**src/rtl/array_swap_seq.sv**
```systemverilog
// array_swap_seq: swaps two equal-length u32 word ranges of the execution
// environment through a single granted read/write memory port.
// Build option: define ARRAY_SWAP_SEQ_OVERLAP_CHECK_EN to reject requests whose
// two ranges intersect; without it overlapping ranges are swapped word by word
// in ascending index order.
module array_swap_seq #(
  parameter int ADDR_W = 6,
  parameter int EV_LEN = 64
) (
  input  logic              clk,
  input  logic              rst_n,
  input  logic              req_valid,
  output logic              req_ready,
  input  logic [ADDR_W-1:0] req_arr_1,
  input  logic [ADDR_W-1:0] req_arr_2,
  input  logic [ADDR_W:0]   req_length,
  input  logic              req_cond_ok,
  input  logic              mem_gnt,
  output logic              rd_en,
  output logic [ADDR_W-1:0] rd_addr,
  input  logic [31:0]       rd_data,
  output logic              wr_en,
  output logic [ADDR_W-1:0] wr_addr,
  output logic [31:0]       wr_data,
  output logic              done,
  output logic              err,
  output logic              busy
);

  typedef enum logic [2:0] {IDLE, RD_A, RD_B, WR_A, WR_B, DONE} state_t;

  state_t            state, state_nx;
  logic [ADDR_W-1:0] arr_1_q, arr_2_q;
  logic [ADDR_W:0]   len_q, i_q, i_nx;
  logic [31:0]       tmp_a, rd_hold, rd_word;
  logic              hold_v, err_q;
  logic              accept, last_word;
  logic              req_noop, req_bad;
  logic [ADDR_W+1:0] end_1, end_2, ev_len_w;

  assign accept    = req_valid && (state == IDLE);
  assign i_nx      = i_q + (ADDR_W+1)'(1);
  assign last_word = (i_nx == len_q);
  // The read word is only presented for one cycle after a granted read; once a
  // stall has parked it in rd_hold, the parked copy is used instead.
  assign rd_word   = hold_v ? rd_hold : rd_data;

  // Classify an incoming request: no-op, rejected, or a real swap.
  always_comb begin
    ev_len_w = (ADDR_W+2)'(EV_LEN);
    end_1    = {2'b00, req_arr_1} + {1'b0, req_length};
    end_2    = {2'b00, req_arr_2} + {1'b0, req_length};
    req_noop = !req_cond_ok || (req_length == '0) || (req_arr_1 == req_arr_2);
    req_bad  = (end_1 > ev_len_w) || (end_2 > ev_len_w);
`ifdef ARRAY_SWAP_SEQ_OVERLAP_CHECK_EN
    if (({2'b00, req_arr_1} < end_2) && ({2'b00, req_arr_2} < end_1))
      req_bad = 1'b1;
`endif
  end

  // State register.
  always_ff @(posedge clk or negedge rst_n) begin
    if (!rst_n) state <= IDLE;
    else        state <= state_nx;
  end

  // Next-state logic; every memory phase waits for a grant.
  always_comb begin
    state_nx = state;
    unique case (state)
      IDLE: if (accept) state_nx = (req_noop || req_bad) ? DONE : RD_A;
      RD_A: if (mem_gnt) state_nx = RD_B;
      RD_B: if (mem_gnt) state_nx = WR_A;
      WR_A: if (mem_gnt) state_nx = WR_B;
      WR_B: if (mem_gnt) state_nx = last_word ? DONE : RD_A;
      DONE: state_nx = IDLE;
      default: state_nx = IDLE;
    endcase
  end

  // Argument latch, word index, captured array-1 word and stall hold register.
  always_ff @(posedge clk or negedge rst_n) begin
    if (!rst_n) begin
      arr_1_q <= '0;
      arr_2_q <= '0;
      len_q   <= '0;
      i_q     <= '0;
      tmp_a   <= '0;
      rd_hold <= '0;
      hold_v  <= 1'b0;
      err_q   <= 1'b0;
    end else begin
      if (accept) begin
        arr_1_q <= req_arr_1;
        arr_2_q <= req_arr_2;
        len_q   <= req_length;
        i_q     <= '0;
        err_q   <= !req_noop && req_bad;
        hold_v  <= 1'b0;
      end
      unique case (state)
        RD_B, WR_A: begin
          if (mem_gnt) begin
            hold_v <= 1'b0;
            if (state == RD_B) tmp_a <= rd_word;
          end else if (!hold_v) begin
            rd_hold <= rd_data;
            hold_v  <= 1'b1;
          end
        end
        WR_B: if (mem_gnt) i_q <= i_nx;
        default: ;
      endcase
    end
  end

  // Output decode from the current state.
  always_comb begin
    req_ready = (state == IDLE);
    busy      = (state != IDLE);
    done      = (state == DONE);
    err       = (state == DONE) && err_q;
    rd_en     = 1'b0;
    rd_addr   = '0;
    wr_en     = 1'b0;
    wr_addr   = '0;
    wr_data   = '0;
    unique case (state)
      RD_A: begin
        rd_en   = 1'b1;
        rd_addr = arr_1_q + i_q[ADDR_W-1:0];
      end
      RD_B: begin
        rd_en   = 1'b1;
        rd_addr = arr_2_q + i_q[ADDR_W-1:0];
      end
      WR_A: begin
        wr_en   = 1'b1;
        wr_addr = arr_1_q + i_q[ADDR_W-1:0];
        wr_data = rd_word;
      end
      WR_B: begin
        wr_en   = 1'b1;
        wr_addr = arr_2_q + i_q[ADDR_W-1:0];
        wr_data = tmp_a;
      end
      default: ;
    endcase
  end

endmodule

```
**config.mk**
```make
export PLATFORM = sky130hd
export DESIGN_NAME = array_swap_seq
export DESIGN_NICKNAME = d
export VERILOG_FILES = /design/src/rtl/array_swap_seq.sv
export SDC_FILE = /design/constraint.sdc
export NUM_CORES = 1
export LEC_CHECK = 0
export CAP_MARGIN = 20
export CORE_MARGIN = 5
export CORE_UTILIZATION = 43
export CTS_BUF_LIST = sky130_fd_sc_hd__clkbuf_8
export DETAILED_ROUTE_END_ITERATION = 7
export DONT_BUFFER_PORTS = 1
export PLACE_DENSITY = 0.62
export SKIP_CTS_REPAIR_TIMING = 1
export SYNTH_ARGS = -nofsm -noshare
export SYNTH_HDL_FRONTEND = slang
export SYNTH_SLANG_ARGS = --single-unit
```
**constraint.sdc**
```tcl
create_clock -name clk -period 5.7 [get_ports clk]
set_input_delay 0.57 -clock clk [delete_from_list [all_inputs] [get_ports clk]]
set_output_delay 0.57 -clock clk [all_outputs]
set_load 0.05 [all_outputs]
```
======== Yosys cells after proc, flatten, opt, wreduce, memory -nomap -nowiden ========
Cells that the tools add are included.
storage, ports and cells
  RAM bits ................................ 0
  bits in read-only memories .............. 0
  word-level logic and storage cells ...... 68
  output and inout port bits .............. 50
  memories ................................ 0
  bits of input ports ..................... 56
  latch bits .............................. 0
  register bits after elaboration ......... 95
operators by class
  reductions and logical operators ........ 18
  multiplexer cells ....................... 21
  $add $sub $neg .......................... 5
  magnitude comparators ................... 2
  multiply operators ...................... 0
  bitwise operators ....................... 1
  div/mod/pow operators ................... 0
  shift operators ......................... 0
  equal/unequal tests ..................... 12
operator list
  cell                 count
  $pmux 32 s2          1
  $mux 32              1
  $pmux 6 s2           2
  $mux 3               7
  $mux 7               3
  $add 6x7->8          2
  $gt 8x7->1 const B   2
  $pmux 3 s5           1
  $add 6x6->6          2
  $ne 2x2->1 const B   4
  $add 7x1->7 const B  1
  $eq 7x7->1           1
  $logic_not 7->1      1
  $eq 3x2->1 const B   2
  $eq 3x3->1 const B   2
  $eq 6x6->1           1
  $mux 1               6
  $reduce_or 2->1      3
  $reduce_and 5->1     1
  $logic_or 1x1->1     4
  $eq 3x1->1 const B   1
  $logic_and 1x1->1    3
  $logic_not 3->1      1
  $reduce_and 3->1     1
  5 further kinds      6

======== Longest topological paths before layout ========
Gate-level depths: netlist of the first run.
  word-level depth ........................ 7
  depth in mapped cells ................... 10
  mapped depth without buffers ............ 10

======== Least setup slack after synthesis of the first run ========
Ideal clock, no wire load.
  path kind ............................... register -> output
  start point ............................. register state[1]
  end point ............................... output port busy
  path slack .............................. 2812 ps
  data required time ...................... 5130 ps
  data arrival time ....................... 2318 ps
  stages on the path, launching flop included .. 4
  path buffers ............................ 1
  path through ............................ dfrtp_1 -> buf_2 -> nor3_1 -> inv_1
on the way
  word-level cells in the longest chain between the ends .. 1
RTL lines
  element                 line  RTL
  start, declared         32    state_t state, state_nx;
  start signal, assigned  64    else state <= state_nx;
  $reduce_bool 3->1       120   busy = (state != IDLE);
  end, declared           27    output logic busy
No other way between the ends.

======== Worst setup path after layout of the first run ========
  start point ............................. register i_q[1]
  end point ............................... output port rd_addr[5]
on the way
  word-level cells in the longest chain between the ends .. 2
  elaborated cells between the ends (all ways) .. 3
  those cells by class .................... add/sub: 2; mux: 1
RTL lines
  element                         line      RTL
  start, declared                 34        logic [ADDR_W:0] len_q, i_q, i_nx;
  start signal, assigned          111       WR_B: if (mem_gnt) i_q <= i_nx;
  $add 6x6->6 (on tied branches)  135, 131
  $pmux 6 s2 (*)                  128       unique case (state)
  end, declared                   20        output logic [ADDR_W-1:0] rd_addr,
Mark *: on every way between the ends. The rest lies on a longest branch, timed or not.

==> impl_metrics.env, run 1 <==
export IMPL_setup_tns_ps=0
export IMPL_cts_buffers=9
export IMPL_netlist_instances=595
export IMPL_synthesis_area_um2=5610
export IMPL_tritoncts="done"
export IMPL_hold_violations=0
export IMPL_via_per_inst=5.57
export IMPL_ys_warn_count=0
export IMPL_synth_avg_cell_area_um2=9.43
export IMPL_htree_levels=3
export IMPL_vias=4194
export IMPL_portBuffers=0
export IMPL_ys_types=53
export IMPL_drv_cap=0
export IMPL_cts_buffer_depth=2
export IMPL_drt_total_wl_um=13100
export IMPL_arrival_ps=2810
export IMPL_grt_max_degree=96
export IMPL_grt_setup_unrepaired="no"
export IMPL_die_h_um=124
export IMPL_yosysMostFrequentCell="nand2_1"
export IMPL_antenna_found_initial=0
export IMPL_path_class="reg -> out"
export IMPL_io_pins=106
export IMPL_grt_overflow=0
export IMPL_start_util_pct=44.1
export IMPL_insertion_delay_ps=370
export IMPL_path_clk_slew_ps=90
export IMPL_seq_area_frac_synth_pct=42.4
export IMPL_synth_edf_count=0
export IMPL_syn_nets=678
export IMPL_wl_per_cell_um=17.4
export IMPL_timing_final_crit_share_pct=59.3
export IMPL_critPathLaunchType="flop"
export IMPL_dr_pass1_iters=4
export IMPL_grt_pass1_wl_um=21600
export IMPL_route_detailed_drc=0
export IMPL_reg2reg_depth=6
export IMPL_final_nets=659
export IMPL_finClkSkew_ps=10.4
export IMPL_grt_usage_pct=17.0
export IMPL_clock_sinks=95
export IMPL_antenna_cells=0
export IMPL_hp_class="in -> async"
export IMPL_power_density_nw_per_um2=562
export IMPL_worst_slew_pin_transition_ps=1020
export IMPL_rows=41
export IMPL_root_buffer="clkbuf_8"
export IMPL_drv_slew=0
export IMPL_syn_to_final_growth_pct=6.05
export IMPL_setup_viol=0
export IMPL_async_flop_share_pct=100
export IMPL_crit_start="i_q[1]"
export IMPL_relSlewSlack_pct=31.8
export IMPL_synth_flop_cell="dfrtp_1"
export IMPL_synth_area_leaders="dfrtp_1, nand2_1, mux2i_1, mux2_2, ha_1"
export IMPL_crit_fanout=7
export IMPL_drive_above_1_share_pct=11.4
export IMPL_p_leak_nw=2.62
export IMPL_synth_commonest_cells="nand2_1, dfrtp_1, nor2_1, o21ai_0, a21oi_1"
export IMPL_drtAntennaViolNets=0
export IMPL_drt_iter0_drc=229
export IMPL_die_x_um=124
export IMPL_critPathCapture="rd_addr[5]"
export IMPL_endpoint_kind="output pin"
export IMPL_gp_congestion=0.800
export IMPL_ir_drop_v=0.000196
export IMPL_die_area_um2=15400
export IMPL_reg2reg_to="i_q[5]"
export IMPL_hpwl_um=9540
export IMPL_outcome="completed"
export IMPL_yosysTopAreaCell="dfrtp_1"
export IMPL_synth_seq_cells=95
export IMPL_rr_startpoint="state[2]"
export IMPL_netlist_area_leader_share_pct=42.4
export IMPL_reg2reg_slack_ps=2570
export IMPL_grt_pass1_vias=4199
export IMPL_fp_coreArea_um2=12700
export IMPL_holdWs_ps=91.7
export IMPL_min_period_ps=3380
export IMPL_timing_fmax_mhz=296
export IMPL_crit_required_ps=5130
critical path, stage by stage, from the launching register on:
cell,delay [ps]
dfrtp_1,490
ha_1,320
a21o_1,150
a21oi_1,220
o21bai_1,90
a21oi_1,170
xnor2_1,180
a22oi_1,120
nor2_1,700
cells in the final DEF, fill, tap and decap left out, drive strengths merged, types with 2 or more instances in the layout:
cell | synthesis | routed
nor3 | 4 | 4
ha | 23 | 23
dfrtp | 95 | 95
a21oi | 42 | 42
clkinv | 0 | 4
o211ai | 2 | 2
nand4 | 2 | 2
nand2 | 98 | 98
o21bai | 3 | 3
a211oi | 3 | 3
mux2 | 32 | 32
a22o | 6 | 6
o21a | 3 | 3
nor4 | 3 | 3
o221ai | 2 | 2
xnor2 | 21 | 21
a22oi | 7 | 7
a31oi | 2 | 2
fa | 4 | 4
xor2 | 13 | 13
nor2b | 3 | 3
and3 | 5 | 5
o21ai | 56 | 56
o31ai | 2 | 2
buf | 23 | 5
or2 | 2 | 2
clkbuf | 12 | 9
a21o | 3 | 3
and2 | 4 | 4
mux2i | 34 | 34
nor2 | 55 | 55
nor4b | 3 | 3
nand3 | 8 | 8
inv | 11 | 14
metrics by stage:
stage	util [%]	power, mW	cell area [um2]	std cells	worst slack [ps]
final	46.7	3.34	5950	753	2320
after global routing	46.7	3.59	5950	753	2130
after CTS	46.3	3.34	5890	751	2050
after detailed placement	45.0	2.93	5720	735	2460
after global placement	44.7	2.87	5690	734	2580
after floorplan	-	2.65	5610	595	2810
layout make-up:
| cell class | count | area (um2) |
|---|---|---|
| Sequential cell | 95 | 2380 |
| Tap cell | 172 | 215 |
| Inverter | 11 | 41.3 |
| Clock buffer | 9 | 124 |
| Multi-Input combinational cell | 454 | 3040 |
| Timing Repair Buffer | 5 | 97.6 |
| Fill cell | 1245 | 6780 |
| Clock inverter | 7 | 48.8 |
where the power goes:
group	leakage [nW]	internal, mW	switching (mW)	total, mW
clock	0.0952	0.160	0.245	0.405
sequential	1.14	0.989	0.238	1.23
combinational	1.38	0.548	1.16	1.71
total	2.62	1.70	1.64	3.34
worst min-delay path by stage:
stage | from | end | slack, ps | cells after the start
CTS | rst_n | rd_hold[31] | -130 | 0
global route | rst_n | err_q | 130 | 1
finish | rst_n | err_q | 90 | 1
floorplan | rst_n | arr_1_q[0] | 270 | 0
detailed placement | rst_n | state[1] | 280 | 0
global placement | rst_n | err_q | 280 | 0
logic make-up after synthesis:
| kind of cell | after synthesis | share of synthesized area, % |
|---|---|---|
| AND/OR/NAND/NOR | 193 | 15.5 |
| AO/OA/AOI/OAI | 134 | 14.2 |
| flip-flops | 95 | 42.4 |
| multiplexers | 66 | 12.5 |
| buffers and inverters | 46 | 3.57 |
| XOR/XNOR | 34 | 5.31 |
| adder cells (fa/ha/maj) | 27 | 6.56 |
flip-flops by register name, summed over array words and instances, names as in the netlist:
signal / cells
rd_hold: 32
err_q: 1
hold_v: 1
arr_2_q: 6
i_q: 7
tmp_a: 32
state: 3
arr_1_q: 6
len_q: 7
routing by layer:
| metal | vias to the layer above | wire, um | global-route usage, % |
|---|---|---|---|
| met1 | 2041 | 5770 | 21.0 |
| met5 | - | 0 | 0 |
| li1 | 2022 | - | - |
| met3 | 18 | 712 | 4.20 |
| met2 | 113 | 6370 | 28.6 |
| met4 | 0 | 252 | 6.45 |
No activity file was read; power rests on OpenSTA's default activity.
==> inputs of run 2 (changes only) <==
--- a/config.mk
+++ b/config.mk
@@ -5,13 +5,14 @@
 export SDC_FILE = /design/constraint.sdc
 export NUM_CORES = 1
 export LEC_CHECK = 0
+export ABC_AREA = 1
 export CAP_MARGIN = 20
 export CORE_MARGIN = 5
 export CORE_UTILIZATION = 43
 export CTS_BUF_LIST = sky130_fd_sc_hd__clkbuf_8
 export DETAILED_ROUTE_END_ITERATION = 7
 export DONT_BUFFER_PORTS = 1
-export PLACE_DENSITY = 0.62
+export PLACE_DENSITY = 0.64
 export SKIP_CTS_REPAIR_TIMING = 1
 export SYNTH_ARGS = -nofsm -noshare
 export SYNTH_HDL_FRONTEND = slang
==> constraint.sdc (replaced) <==
create_clock -name clk -period 2.7 [get_ports clk]
set_input_delay 0.27 -clock clk [delete_from_list [all_inputs] [get_ports clk]]
set_output_delay 0.27 -clock clk [all_outputs]
set_load 0.05 [all_outputs]
==> run 2 against run 1 <==
  * Global-route usage is 1.4 points higher
  * Synthesized cell count is 37% higher
  * Sequential power is 95% higher
  * First-iteration DRC count is 65% higher
  * Clock-buffer cell count is 1 higher
  * Clock skew is 5.1 ps higher
  * Register-to-register slack worse by 1800 ps
  * Die area is 2.3% higher
  * Critical path type unchanged
==> impl_metrics.env, run 2 <==
export IMPL_outcome="completed"
export IMPL_relSlewSlack_pct=41.8
export IMPL_root_buffer="clkbuf_8"
export IMPL_clock_sinks=95
export IMPL_die_h_um=126
export IMPL_ir_drop_v=0.000479
export IMPL_switching_share_pct=48.7
export IMPL_path_class="reg -> out"
export IMPL_synth_seq_cells=95
export IMPL_min_from="req_arr_2[3]"
export IMPL_route_detailed_drc=0
export IMPL_antenna_found_initial=0
export IMPL_crit_chain="ha_1 > a21oi_1 > nand2_1 > nand2_1 > nand2_1 > a21oi_1 > xor2_1 > o22ai_1 > buf_4"
export IMPL_grt_max_degree=96
export IMPL_crit_slowest_cell="dfrtp_1"
export IMPL_place_inst=1018
export IMPL_insertion_delay_ps=380
export IMPL_dr_pass1_iters=5
export IMPL_synth_commonest_cells="nand2_1, dfrtp_1, inv_1, o21ai_1, o21ai_0"
export IMPL_synth_avg_cell_area_um2=7.04
export IMPL_syn_nets=900
export IMPL_cts_buffer_depth=2
export IMPL_grt_overflow=0
export IMPL_finClkSkew_ps=15.4
export IMPL_crit_start="i_q[2]"
export IMPL_critPathLaunchType="flop"
export IMPL_rr_startpoint="i_q[1]"
export IMPL_crit_fanout=7
export IMPL_synth_area_leaders="dfrtp_1, nand2_1, inv_1, ha_1, o21ai_1"
export IMPL_critPathCapture="wr_addr[5]"
export IMPL_crit_required_ps=2430
export IMPL_final_nets=941
export IMPL_endpoint_kind="output pin"
export IMPL_worst_slew_pin_transition_ps=869
export IMPL_synth_flop_cell="dfrtp_1"
export IMPL_power_density_nw_per_um2=1110
export IMPL_wl_per_cell_um=13.6
export IMPL_ys_types=30
export IMPL_seqPwrFrac_pct=32.6
export IMPL_nFillCells=1324
export IMPL_power_switching_mw=3.57
export IMPL_reg2reg_to="state[2]"
export IMPL_p_leak_nw=3.49
export IMPL_arrival_ps=2240
export IMPL_regArea_um2=2380
export IMPL_pwr_share_clk_pct=13.3
export IMPL_die_x_um=126
export IMPL_cp_common_cell="nand2_1"
export IMPL_grt_pass1_vias=4919
export IMPL_reg2reg_depth=11
export IMPL_setup_tns_ps=0
export IMPL_critPathMaxStageDelay_ps=460
export IMPL_netlist_instances=817
export IMPL_io_pins=106
export IMPL_final_cell_mix="nand2_1, dfrtp_1, inv_1"
export IMPL_ys_warn_count=0
export IMPL_instances_no_fill=1039
export IMPL_start_util_pct=43.6
export IMPL_gp_congestion=0.888
export IMPL_multiInputGateArea_um2=2900
export IMPL_yosysMostFrequentCell="nand2_1"
export IMPL_grt_usage_pct=18.3
export IMPL_drt_iter0_drc=378
export IMPL_combPwrFrac_pct=54.1
export IMPL_cts_buffers=9
export IMPL_drtAntennaViolNets=0
export IMPL_via_per_inst=4.95
export IMPL_largestRegisters="rd_hold x32, tmp_a x32"
export IMPL_fp_coreArea_um2=13200
export IMPL_final_common_cell="nand2_1"
export IMPL_seq_area_frac_synth_pct=41.4
export IMPL_drive_above_1_share_pct=11.0
export IMPL_setup_viol=0
export IMPL_min_period_ps=2510
export IMPL_tritoncts="done"
export IMPL_hold_violations=0
export IMPL_grt_setup_unrepaired="no"
export IMPL_yosysTopAreaCell="dfrtp_1"
export IMPL_syn_to_final_growth_pct=15.3
export IMPL_drv_slew=0
export IMPL_portBuffers=0
export IMPL_netlist_area_leader_share_pct=41.4
export IMPL_hp_class="in -> reg"
export IMPL_timing_final_crit_share_pct=93.0
export IMPL_path_clk_slew_ps=90
export IMPL_drv_cap=0
export IMPL_die_area_um2=15800
export IMPL_finalPower_mw=7.34
export IMPL_htree_levels=3
export IMPL_reg2reg_slack_ps=780
export IMPL_vias=5144
export IMPL_timing_fmax_mhz=398
export IMPL_p_int_mw=3.77
export IMPL_grt_pass1_wl_um=24000
export IMPL_drt_total_wl_um=14100
export IMPL_hpwl_um=10200
export IMPL_antenna_cells=0
export IMPL_synthesis_area_um2=5750
export IMPL_async_flop_share_pct=100
export IMPL_synth_edf_count=0
export IMPL_rows=42
## run 2: cell count changes after synthesis, sizes merged, moves of 27 or more
cell	before	now
nor2	55	22
o21ai	56	86
nand2	98	371
mux2	32	0
a21oi	42	15
mux2i	34	0
inv	11	92
## run 2: layout make-up
type | instances | share of cell area (%)
Clock inverter | 6 | 0.981
Clock buffer | 10 | 2.08
Timing Repair Buffer | 59 | 8.76
Inverter | 94 | 5.32
Sequential cell | 95 | 35.9
Multi-Input combinational cell | 599 | 43.7
Tap cell | 176 | 3.32
## run 2: power by group through the flow
stage	logic, mW	registers, mW	clock network, mW
3_5_place_dp	3.95	2.43	0
3_3_place_gp	3.91	2.41	0
2_1_floorplan	2.91	2.33	0
5_1_grt	4.43	2.47	1.07
6_report	3.97	2.40	0.974
4_1_cts	3.96	2.40	1.00
## run 2: logic make-up (layout without fill, tap and decap cells)
group | after synthesis | after routing | synth area share, %
DFF | 95 | 95 | 41.4
buffers and inverters | 123 | 169 | 8.47
and+or+nand+nor | 433 | 433 | 30.1
xor gates and xnor gates | 15 | 15 | 2.29
adders and majority gates | 27 | 27 | 6.40
AOI/OAI and AO/OA | 124 | 124 | 11.4
## run 2: metrics by stage
step / utilization, % / area [um2] / setup WS, ps / hold WS [ps]
CTS: 49.8 / 6570 / 114 / -436
finish: 50.3 / 6630 / 189 / 6.39
global placement: 48.2 / 6360 / 562 / -20.8
floorplan: - / 5750 / 246 / -25.6
detailed placement: 48.2 / 6360 / 534 / -20.4
global route: 50.3 / 6630 / 28.6 / 2.07
## run 2: worst min-delay path by stage
stage | to | slack [ps] | cells past startpoint
finish | arr_2_q[3] | 6 | 2
global route | arr_2_q[5] | 2 | 2
CTS | tmp_a[28] | -440 | 0
detailed placement | arr_2_q[5] | -20 | 0
global placement | arr_2_q[5] | -20 | 0
floorplan | arr_1_q[0] | -30 | 0
## run 2: critical path: cells and delay by family (launching register included)
kind,cells,cell delay (ps)
adder cells (fa/ha/maj),1,350
AND/OR/NAND/NOR,3,190
buffers and inverters,1,210
AO/OA/AOI/OAI,3,450
XOR/XNOR,1,210
flip-flops,1,460
## run 2: routing by layer
layer | global-route usage, % | routed length (um)
met1 | 25.6 | 6660
met2 | 28.9 | 6510
met3 | 3.51 | 756
met4 | 5.93 | 172
met5 | 0 | 0
